===== config.mk =====
export PLATFORM = sky130hd
export DESIGN_NAME = pipe_stage_skid_flat
export DESIGN_NICKNAME = d
export VERILOG_FILES = /design/src/rtl/pipe_stage_skid_if.sv /design/src/rtl/pipe_stage_skid.sv /design/src/flat_wrapper.sv
export SDC_FILE = /design/constraint.sdc
export NUM_CORES = 1
export LEC_CHECK = 0
export CAP_MARGIN = 10
export CORE_MARGIN = 5
export CORE_UTILIZATION = 50
export CTS_CLUSTER_SIZE = 16
export DETAILED_ROUTE_END_ITERATION = 10
export PLACE_DENSITY = 0.82
export SETUP_SLACK_MARGIN = 0.3
export SYNTH_ARGS = -nofsm -noshare
export SYNTH_HDL_FRONTEND = slang
export SYNTH_SLANG_ARGS = --single-unit

===== constraint.sdc =====
create_clock -name clk -period 10.2 [get_ports clk]
set_clock_uncertainty 0.2 [all_clocks]
set_input_delay 1.02 -clock clk [delete_from_list [all_inputs] [get_ports clk]]
set_output_delay 1.02 -clock clk [all_outputs]
set_load 0.03 [all_outputs]

===== src/rtl/pipe_stage_skid_if.sv =====
// Handshake bundle for the skid-buffered pipeline stage.
// The stage itself sits on the slave modport. The producer/consumer side,
// for example a testbench or the neighbouring stages, sits on the master modport.
interface pipe_stage_skid_if #(
    parameter int DATA_W = 106,
    parameter int CTRL_W = 9
);
    logic              in_valid;
    logic              in_ready;
    logic [DATA_W-1:0] in_data;
    logic [CTRL_W-1:0] in_ctrl;
    logic              flush;
    logic              out_valid;
    logic              out_ready;
    logic [DATA_W-1:0] out_data;
    logic [CTRL_W-1:0] out_ctrl;
    logic [1:0]        occupancy;

    modport slave (
        input  in_valid, in_data, in_ctrl, flush, out_ready,
        output in_ready, out_valid, out_data, out_ctrl, occupancy
    );

    modport master (
        output in_valid, in_data, in_ctrl, flush, out_ready,
        input  in_ready, out_valid, out_data, out_ctrl, occupancy
    );
endinterface


===== src/rtl/pipe_stage_skid.sv =====
// Two-entry pipeline register with a skid slot.
// The main slot is the head of the queue and drives out_*. The skid slot
// catches one extra entry, so in_ready can be a pure register (~skid_valid)
// with no combinational path from out_ready.
// main_ctrl is forced to zero whenever main is empty, so a bubble never
// carries live control bits.
module pipe_stage_skid #(
    parameter int DATA_W = 106,
    parameter int CTRL_W = 9
) (
    input  logic                clk,
    input  logic                reset,
    pipe_stage_skid_if.slave    bus
);
    typedef enum logic [1:0] {
        EMPTY = 2'd0,
        ONE   = 2'd1,
        FULL  = 2'd2
    } state_t;

    state_t            state;
    logic              main_valid;
    logic              skid_valid;
    logic              ready;
    logic [1:0]        occ;
    logic [DATA_W-1:0] main_data;
    logic [CTRL_W-1:0] main_ctrl;
    logic [DATA_W-1:0] skid_data;
    logic [CTRL_W-1:0] skid_ctrl;

    logic accept;
    logic pop;

    // Handshakes are qualified by registered state only.
    assign accept = bus.in_valid & ready;
    assign pop    = main_valid & bus.out_ready;

    // State machine with registered valid/ready/occupancy and storage.
    always_ff @(posedge clk or posedge reset) begin
        if (reset) begin
            state      <= EMPTY;
            main_valid <= 1'b0;
            skid_valid <= 1'b0;
            ready      <= 1'b1;
            occ        <= 2'd0;
            main_data  <= '0;
            main_ctrl  <= '0;
            skid_data  <= '0;
            skid_ctrl  <= '0;
        end else if (bus.flush) begin
            // Flush wins over accept and pop. Data is kept, control is cleared.
            state      <= EMPTY;
            main_valid <= 1'b0;
            skid_valid <= 1'b0;
            ready      <= 1'b1;
            occ        <= 2'd0;
            main_ctrl  <= '0;
        end else begin
            case (state)
                EMPTY: begin
                    if (accept) begin
                        main_data  <= bus.in_data;
                        main_ctrl  <= bus.in_ctrl;
                        main_valid <= 1'b1;
                        occ        <= 2'd1;
                        state      <= ONE;
                    end
                end
                ONE: begin
                    if (accept && pop) begin
                        main_data <= bus.in_data;
                        main_ctrl <= bus.in_ctrl;
                    end else if (accept) begin
                        skid_data  <= bus.in_data;
                        skid_ctrl  <= bus.in_ctrl;
                        skid_valid <= 1'b1;
                        ready      <= 1'b0;
                        occ        <= 2'd2;
                        state      <= FULL;
                    end else if (pop) begin
                        main_valid <= 1'b0;
                        main_ctrl  <= '0;
                        occ        <= 2'd0;
                        state      <= EMPTY;
                    end
                end
                FULL: begin
                    // in_ready is low here, so the only event is a pop.
                    if (pop) begin
                        main_data  <= skid_data;
                        main_ctrl  <= skid_ctrl;
                        skid_valid <= 1'b0;
                        ready      <= 1'b1;
                        occ        <= 2'd1;
                        state      <= ONE;
                    end
                end
                default: begin
                    state      <= EMPTY;
                    main_valid <= 1'b0;
                    skid_valid <= 1'b0;
                    ready      <= 1'b1;
                    occ        <= 2'd0;
                    main_ctrl  <= '0;
                end
            endcase
        end
    end

    assign bus.in_ready  = ready;
    assign bus.out_valid = main_valid;
    assign bus.out_data  = main_data;
    assign bus.out_ctrl  = main_ctrl;
    assign bus.occupancy = occ;
endmodule


===== src/flat_wrapper.sv =====
// flat-port wrapper written by rule: the top's interface ports become plain ports
module pipe_stage_skid_flat 
#(
    parameter int DATA_W = 106,
    parameter int CTRL_W = 9
)
  (clk, reset, bus_in_valid, bus_in_data, bus_in_ctrl, bus_flush, bus_out_ready, bus_in_ready, bus_out_valid, bus_out_data, bus_out_ctrl, bus_occupancy);
  pipe_stage_skid_if #(.DATA_W(DATA_W), .CTRL_W(CTRL_W)) bus_i ();
  input  logic clk;
  input  logic reset;
  input wire logic [$bits(bus_i.in_valid)-1:0] bus_in_valid;
  input wire logic [$bits(bus_i.in_data)-1:0] bus_in_data;
  input wire logic [$bits(bus_i.in_ctrl)-1:0] bus_in_ctrl;
  input wire logic [$bits(bus_i.flush)-1:0] bus_flush;
  input wire logic [$bits(bus_i.out_ready)-1:0] bus_out_ready;
  output wire logic [$bits(bus_i.in_ready)-1:0] bus_in_ready;
  output wire logic [$bits(bus_i.out_valid)-1:0] bus_out_valid;
  output wire logic [$bits(bus_i.out_data)-1:0] bus_out_data;
  output wire logic [$bits(bus_i.out_ctrl)-1:0] bus_out_ctrl;
  output wire logic [$bits(bus_i.occupancy)-1:0] bus_occupancy;
  assign bus_i.in_valid = bus_in_valid;
  assign bus_i.in_data = bus_in_data;
  assign bus_i.in_ctrl = bus_in_ctrl;
  assign bus_i.flush = bus_flush;
  assign bus_i.out_ready = bus_out_ready;
  assign bus_in_ready = bus_i.in_ready;
  assign bus_out_valid = bus_i.out_valid;
  assign bus_out_data = bus_i.out_data;
  assign bus_out_ctrl = bus_i.out_ctrl;
  assign bus_occupancy = bus_i.occupancy;
  pipe_stage_skid #(.DATA_W(DATA_W), .CTRL_W(CTRL_W)) u_core (.clk(clk), .reset(reset), .bus(bus_i));
endmodule

==> results of run 1 <==
[per-layer routing]
metal / routed length [microns] / part of all wire [%] / global-route usage (%)
met2: 11300 / 47 / 32.4
met3: 2090 / 8.7 / 6.63
met1: 10100 / 42 / 27.1
met4: 407 / 1.7 / 3.95
met5: 0 / 0 / 0
[per-stage QoR]
stage	worst slack, ns	cells	cell area, sq um	total power [mW]	hold WS, ns
after floorplan	2.56	878	10300	2.54	0.280
after global placement	5.88	1339	12800	3.11	0.271
after detailed placement	5.78	1339	12800	3.16	0.275
after CTS	6.22	1382	13600	4.04	0.292
after global routing	6.00	1382	13600	4.20	0.313
final	6.26	1382	13600	3.99	0.288
[critical path: stages (launching register included)]
cell	delay, ns
sky130_fd_sc_hd__dfrtp_1	0.61
sky130_fd_sc_hd__nand2b_4	0.60
sky130_fd_sc_hd__a2bb2oi_1	0.35
sky130_fd_sc_hd__a21o_4	0.62
sky130_fd_sc_hd__buf_4	0.92
sky130_fd_sc_hd__mux2_2	0.43
[where the power goes]
group / switching [mW] / internal (mW) / leakage, nW / total, mW
registers: 0.239 / 1.36 / 2.81 / 1.60
logic: 0.758 / 0.786 / 3.06 / 1.54
clock network: 0.344 / 0.507 / 0.383 / 0.851
total: 1.34 / 2.65 / 6.25 / 3.99
[layout by cell type (no fill, tap or decap)]
master                            synthesis  routed
sky130_fd_sc_hd__nand2_1                322     322
sky130_fd_sc_hd__clkdlybuf4s50_1          0     238
sky130_fd_sc_hd__dfrtp_1                233     233
sky130_fd_sc_hd__mux2_2                 181     181
sky130_fd_sc_hd__mux2_4                  40      40
sky130_fd_sc_hd__clkbuf_16                0      25
sky130_fd_sc_hd__a22oi_1                  9       9
sky130_fd_sc_hd__o2bb2ai_1                9       9
sky130_fd_sc_hd__clkbuf_1                19       8
sky130_fd_sc_hd__clkbuf_8                 0       8
sky130_fd_sc_hd__buf_4                    7       7
sky130_fd_sc_hd__a21oi_1                  6       6
sky130_fd_sc_hd__nand3_1                  3       3
sky130_fd_sc_hd__nor2_1                   2       2
sky130_fd_sc_hd__a211oi_1                 2       2
sky130_fd_sc_hd__o21bai_1                 2       2
sky130_fd_sc_hd__a21o_1                   3       2
sky130_fd_sc_hd__clkinv_2                 0       2
sky130_fd_sc_hd__and4b_4                  0       1
sky130_fd_sc_hd__nor2b_4                  0       1
sky130_fd_sc_hd__nand2b_4                 0       1
sky130_fd_sc_hd__nand4_1                  1       1
sky130_fd_sc_hd__or2_0                    1       1
sky130_fd_sc_hd__and2_1                   1       1
sky130_fd_sc_hd__a2bb2oi_1                1       1
sky130_fd_sc_hd__a21o_4                   0       1
sky130_fd_sc_hd__inv_8                    0       1
sky130_fd_sc_hd__nand3b_1                 1       1
sky130_fd_sc_hd__nor2b_1                  2       1
sky130_fd_sc_hd__o21ai_0                  1       1
sky130_fd_sc_hd__dfstp_2                  1       1
[worst max path at each step]
stage	startpoint	endpoint	slack (ns)
2_1_floorplan	reset	u_core.bus.out_ctrl[0]$_DFFE_PP0P_	2.56
3_3_place_gp	bus_out_ready	u_core.bus.out_data[54]$_DFFE_PP0P_	5.88
3_5_place_dp	bus_out_ready	u_core.bus.out_data[19]$_DFFE_PP0P_	5.78
4_1_cts	u_core.state[0]$_DFFE_PP0P_	u_core.bus.out_data[26]$_DFFE_PP0P_	6.22
5_1_grt	u_core.state[0]$_DFFE_PP0P_	u_core.bus.out_data[19]$_DFFE_PP0P_	6.00
6_report	u_core.state[0]$_DFFE_PP0P_	u_core.bus.out_data[26]$_DFFE_PP0P_	6.26
[cell families (layout without fill, tap and decap cells)]
kind of cell    Yosys count  count (layout)
simple gates            335             335
flops                   234             234
compound gates           33              33
mux                     221             221
buf+inv                  55             289
[flip-flops by register name, indices dropped and copies added (netlist names)]
register	cells
u_core.bus.out_data	106
u_core.skid_data	106
u_core.bus.out_ctrl	9
u_core.skid_ctrl	9
u_core.state	2
u_core.bus.in_ready	1
u_core.bus.out_valid	1
[area by class of cell]
cell class                      instances  area share, %
Clock inverter                          2         0.0735
Sequential cell                       234           43.0
Inverter                                1         0.0827
Multi-Input combinational cell        589           30.8
Tap cell                              270           2.48
Timing Repair Buffer                  245           17.9
Clock buffer                           41           5.63
==> run summary, run 1 <==
Critical Path End Type -> flop
number of failing setup endpoints in the final timing report -> 0
Setup TNS -> 0 ns
synthesized-area fraction occupied by and/or/nand/nor cells -> 12.4%
Boundary Pins -> 239
Netlist cell types -> 29
sequential area share after synthesis -> 56.7%
number of cells produced by synthesis -> 878
EDFF count, synth -> 0
global route overflow -> 0
power density over cell area -> 293 mW/mm^2
Syn Std Cell Area -> 0.0103 sq mm
DR vias -> 7181
Site Rows -> 52
endpoint of the lowest-slack register-to-register path -> u_core.bus.out_data[26]$_DFFE_PP0P_
Worst-path clk slew -> 0.06 ns
flop and latch count out of synthesis -> 234
Synth area leaders -> sky130_fd_sc_hd__dfrtp_1 (56%), sky130_fd_sc_hd__mux2_2 (20%), sky130_fd_sc_hd__nand2_1 (12%)
count of input and output buffers -> 238
Max rail drop VDD -> 0.171 mV
ANT cells -> 0
proportion of synthesized flip-flops having asynchronous set or reset -> 100%
Slew Limit Fails -> 0
die extent in x -> 154 microns
R2R cell count -> 5
area of the multi-input gates -> 0.00419 sq mm
area leader, netlist -> sky130_fd_sc_hd__dfrtp_1
sink of the worst hold path -> u_core.bus.out_ctrl[2]$_DFFE_PP0P_
final critical-path share of the clock period -> 38.6%
Max Clk Rate -> 0.254 GHz
main combinational cell family by area after synthesis -> multiplexers
Max clock buf depth -> 3
multiplexer share of the synthesized area -> 25.5%
count of cells along the worst hold path -> 1
Root Driver -> sky130_fd_sc_hd__clkbuf_16
post-layout utilization of the core -> 67.0%
clock tree from TritonCTS -> done
hold violation count in the final report -> 0
startpoint-to-endpoint class of the critical path -> reg -> reg
post-synthesis share of cell area spent on full adders, half adders and majority gates -> 0%
detail-routed net length per standard cell -> 17.3 microns
area occupied by registers -> 0.00586 sq mm
Final GP Congestion -> 0.813
data arrival time of the worst path -> 4.12 ns
dominant register cell in the synthesized netlist -> sky130_fd_sc_hd__dfrtp_1
clk_lat worst skew -> 0.51 ns
Std-Cell Core Area -> 0.0203 sq mm
full die area -> 0.0236 sq mm
router iterations before antenna repair -> 4
leakage component of the power -> 6.25 nW
Worst Tran Pin Value -> 1.04 ns
count of nets after finishing -> 1216
Initial Util -> 50.9%
proportion of netlist area held by the largest area contributor -> 56.4%
Routed WL -> 23900 microns
Crit path required time -> 10.39 ns
path type of the worst min-delay path -> reg -> reg
total clock buffers created by CTS -> 25
reg2reg start -> u_core.state[0]$_DFFE_PP0P_
net count after synthesis -> 998
layout cell share with drive strength beyond 1 -> 24.2%
number of antenna violations at the first check in global routing -> 0
outcome -> complete, no violations
total of warnings raised by yosys -> 0
global-route wire length before repair -> 39500 microns
number of buffers inserted for hold repair after clock tree synthesis -> 0
number of inserted filler cells in the final layout -> 1484
XOR/XNOR Fraction of Synth Area -> 0%
most common cell in the synthesized netlist -> sky130_fd_sc_hd__nand2_1
Critical Path Source Type -> flop
H-tree depth -> 1
pin count of the biggest net entering global routing -> 81
largest fanout on the critical path -> 69
Layout area overhead -> 31.7%
overall global routing resource usage -> 20.1%
RSZ-0062 raised after global routing -> no
PostCTS Resize Cnt -> 0
Avg Inst Size Synth -> 11.8 sq um
critical hold path startpoint -> u_core.bus.out_ctrl[2]$_DFFE_PP0P_
initial detailed-routing violation count -> 365
via count of the first global-routing pass -> 7524
DRC violations left -> 0
r2r setup slk -> 6.26 ns
ranking of synthesized cells by instance count -> sky130_fd_sc_hd__nand2_1 (322), sky130_fd_sc_hd__dfrtp_1 (233), sky130_fd_sc_hd__mux2_2 (181)
synthesized-area fraction occupied by ao, oa, aoi and oai cells -> 2.35%
minimum clock period -> 3.94 ns
count of max-cap constraint violations -> 0
remaining antenna violation count -> 0
postcts setup bufs -> 0
relative max-transition margin -> 30.6%
Final HPWL DP -> 15600 microns
Clock Sinks -> 234
Vias/cell -> 5.20
height of the die -> 154 microns
Note: power is estimated with default switching activity, not from simulation.
==> inputs of run 2 (changes only) <==
--- a/config.mk
+++ b/config.mk
@@ -7,10 +7,10 @@
 export LEC_CHECK = 0
 export CAP_MARGIN = 10
 export CORE_MARGIN = 5
-export CORE_UTILIZATION = 50
+export CORE_UTILIZATION = 46
 export CTS_CLUSTER_SIZE = 16
 export DETAILED_ROUTE_END_ITERATION = 10
-export PLACE_DENSITY = 0.82
+export PLACE_DENSITY = 0.79
 export SETUP_SLACK_MARGIN = 0.3
 export SYNTH_ARGS = -nofsm -noshare
 export SYNTH_HDL_FRONTEND = slang
==> constraint.sdc (replaced) <==
create_clock -name clk -period 3.2 [get_ports clk]
set_clock_uncertainty 0.2 [all_clocks]
set_input_delay 0.32 -clock clk [delete_from_list [all_inputs] [get_ports clk]]
set_output_delay 0.32 -clock clk [all_outputs]
set_load 0.03 [all_outputs]
==> run 2 against run 1 <==
Compared with the run above:
- combinational power grew to 3.2 times the previous value
- utilization is 3.5 points lower
- power grew to 3.3 times the previous value
- critical path type unchanged
- count of clock-buffer cells in the layout is 8 lower
- non-clock buffer count is 10 higher
- worst setup slack worse by 5.6 ns
- final cell count is 1.7% higher
- register-to-register slack worse by 5.6 ns
- clock power grew to 3.8 times the previous value
- global-route usage is 0.86 points lower
==> run summary, run 2 (synthesis gave the netlist of run 1 again) <==
outcome -> complete, no violations
final critical-path share of the clock period -> 78.1% (+40 points)
count of max-cap constraint violations -> 0 (unchanged)
most common cell after layout, fill and taps aside -> sky130_fd_sc_hd__nand2_1
Clock Sinks -> 234 (unchanged)
startpoint-to-endpoint class of the critical path -> reg -> reg
Crit path required time -> 3.39 ns (-7.00 ns)
number of antenna violations at the first check in global routing -> 0 (unchanged)
ANT cells -> 0 (unchanged)
Std-Cell Core Area -> 0.0220 sq mm (+8.2%)
hold violation count in the final report -> 0 (unchanged)
postcts setup bufs -> 0 (unchanged)
count of input and output buffers -> 238 (unchanged)
DRC violations left -> 0 (unchanged)
Max clock buf depth -> 3 (unchanged)
Critical path buffers and inverters -> 1 (unchanged)
Max rail drop VDD -> 0.561 mV (+230%)
Switching Power -> 4.40 mW (+230%)
layout cell share with drive strength beyond 1 -> 25.7% (+1.5 points)
relative max-transition margin -> 52.1% (+21 points)
Critical Path End Type -> flop
Critical Path Start -> u_core.state[0]$_DFFE_PP0P_
Site Rows -> 54 (+3.8%)
total clock buffers created by CTS -> 26 (+4.0%)
reg2reg start -> u_core.state[0]$_DFFE_PP0P_
number of buffers inserted for hold repair after clock tree synthesis -> 0 (unchanged)
clk_lat worst skew -> 0.51 ns (about the same)
Max Clk Rate -> 0.400 GHz (+57%)
PostCTS Resize Cnt -> 0 (unchanged)
Routed WL -> 24800 microns (+3.8%)
initial detailed-routing violation count -> 395 (+8.2%)
number of failing setup endpoints in the final timing report -> 0 (unchanged)
path type of the worst min-delay path -> in -> async
critical path's largest stage delay -> 0.58 ns (-0.34 ns)
proportion of total power due to net switching -> 33.0% (-0.53 points)
most frequent cells in the layout -> sky130_fd_sc_hd__nand2_1 (322), sky130_fd_sc_hd__clkdlybuf4s50_1 (238), sky130_fd_sc_hd__dfrtp_1 (233)
minimum clock period -> 2.50 ns (-1.44 ns)
family of cells with the greatest summed delay on the critical path -> compound AO/OA/AOI/OAI gates
overall global routing resource usage -> 19.3% (-0.86 points)
detail-routed net length per standard cell -> 17.7 microns (+2.1%)
die extent in x -> 160 microns (+4.0%)
Sequential Power Share -> 38.4% (-1.6 points)
clock tree from TritonCTS -> done
Vias/cell -> 5.11 (-1.7%)
Layout area overhead -> 35.1%
power after layout -> 13.3 mW (+230%)
router iterations before antenna repair -> 4 (unchanged)
Boundary Pins -> 239 (unchanged)
Slew Limit Fails -> 0 (unchanged)
Final GP Congestion -> 0.831 (+2.2%)
via count of the first global-routing pass -> 7829 (+4.1%)
power density over cell area -> 953 mW/mm^2 (+220%)
final instance area -> 0.0140 sq mm (+2.6%)
pin count of the biggest net entering global routing -> 129 (+59%)
largest fanout on the critical path -> 27 (-61%)
DR vias -> 7179 (-0.028%)
H-tree depth -> 1 (unchanged)
global-route wire length before repair -> 41000 microns (+3.8%)
data arrival time of the worst path -> 2.69 ns (-1.43 ns)
Root Driver -> sky130_fd_sc_hd__clkbuf_16
part of the total power dissipated in combinational logic -> 37.4% (-1.3 points)
share of power burned in the clock network -> 24.3% (+3.0 points)
cell at the slowest stage of the critical path -> sky130_fd_sc_hd__dfrtp_1
Worst-path clk slew -> 0.06 ns (about the same)
Final HPWL DP -> 16200 microns (+3.8%)
global route overflow -> 0 (unchanged)
count of nets after finishing -> 1227 (+0.90%)
Cell Int Power -> 8.91 mW (+240%)
Cell Area, Placed -> 0.0130 sq mm (+1.4%)
Worst Tran Pin Value -> 0.719 ns (-0.322 ns)
full die area -> 0.0256 sq mm (+8.1%)
Critical Path Source Type -> flop
worst-path cell chain -> nand2b_4, a2bb2oi_1, a21o_4, buf_12, mux2_2
leakage component of the power -> 6.41 nW (+2.5%)
RSZ-0062 raised after global routing -> no
remaining antenna violation count -> 0 (unchanged)
height of the die -> 160 microns (+4.0%)
Initial Util -> 47.1% (-3.8 points)
## run 2: final timing paths
check	endpoint	depth (start not counted)	slack, ns
min	u_core.skid_data[72]$_DFFE_PP0P_	3	0.18
max reg2reg	u_core.bus.out_data[81]$_DFFE_PP0P_	5	0.70
max	u_core.bus.out_data[81]$_DFFE_PP0P_	5	0.70
max in group asynchronous	u_core.bus.out_data[13]$_DFFE_PP0P_	3	2.04
min in group clk	u_core.skid_data[30]$_DFFE_PP0P_	2	0.24
min reg2reg	u_core.bus.out_ctrl[3]$_DFFE_PP0P_	1	0.29
## run 2: routing by layer
layer	vias up	global-route usage [%]	part of all wire (%)
met5	-	0	0
met4	0	3.95	2.2
met3	40	5.62	7.2
met2	211	32.1	47
met1	3545	25.4	43
li1	3383	-	-
## run 2: power groups by stage
stage          registers [mW]  clock network (mW)  logic [mW]
2_1_floorplan            6.26                   0        1.83
3_3_place_gp             5.07                   0        4.90
3_5_place_dp             5.13                   0        5.02
4_1_cts                  5.11                3.29        5.04
5_1_grt                  5.28                3.43        5.26
6_report                 5.11                3.23        4.97
## run 2: layout make-up
type / count / area [sq um]
sequential: 234 / 5860
tap: 280 / 350
inverter: 1 / 7.51
clock buffer: 33 / 738
fill: 1684 / 8000
multi-input combinational: 589 / 4190
clock inverter: 14 / 204
timing repair buffer: 255 / 2610
## run 2: per-stage QoR
| step | worst slack [ns] | hold WS (ns) | cells | setup TNS (ns) | utilization, % |
|---|---|---|---|---|---|
| after global routing | 0.574 | 0.236 | 1406 | 0 | 63.6 |
| final | 0.700 | 0.181 | 1406 | 0 | 63.6 |
| after floorplan | -0.383 | 0.216 | 878 | -89.26 | - |
| after detailed placement | 0.445 | 0.276 | 1359 | 0 | 59.3 |
| after global placement | 0.531 | 0.269 | 1359 | 0 | 59.3 |
| after CTS | 0.668 | 0.207 | 1406 | 0 | 63.6 |
## run 2: worst register-to-register path, stage by stage (launching register included)
cell	delay (ns)
sky130_fd_sc_hd__dfrtp_1	0.58
sky130_fd_sc_hd__nand2b_4	0.22
sky130_fd_sc_hd__a2bb2oi_1	0.30
sky130_fd_sc_hd__a21o_4	0.42
sky130_fd_sc_hd__buf_12	0.28
sky130_fd_sc_hd__mux2_2	0.38
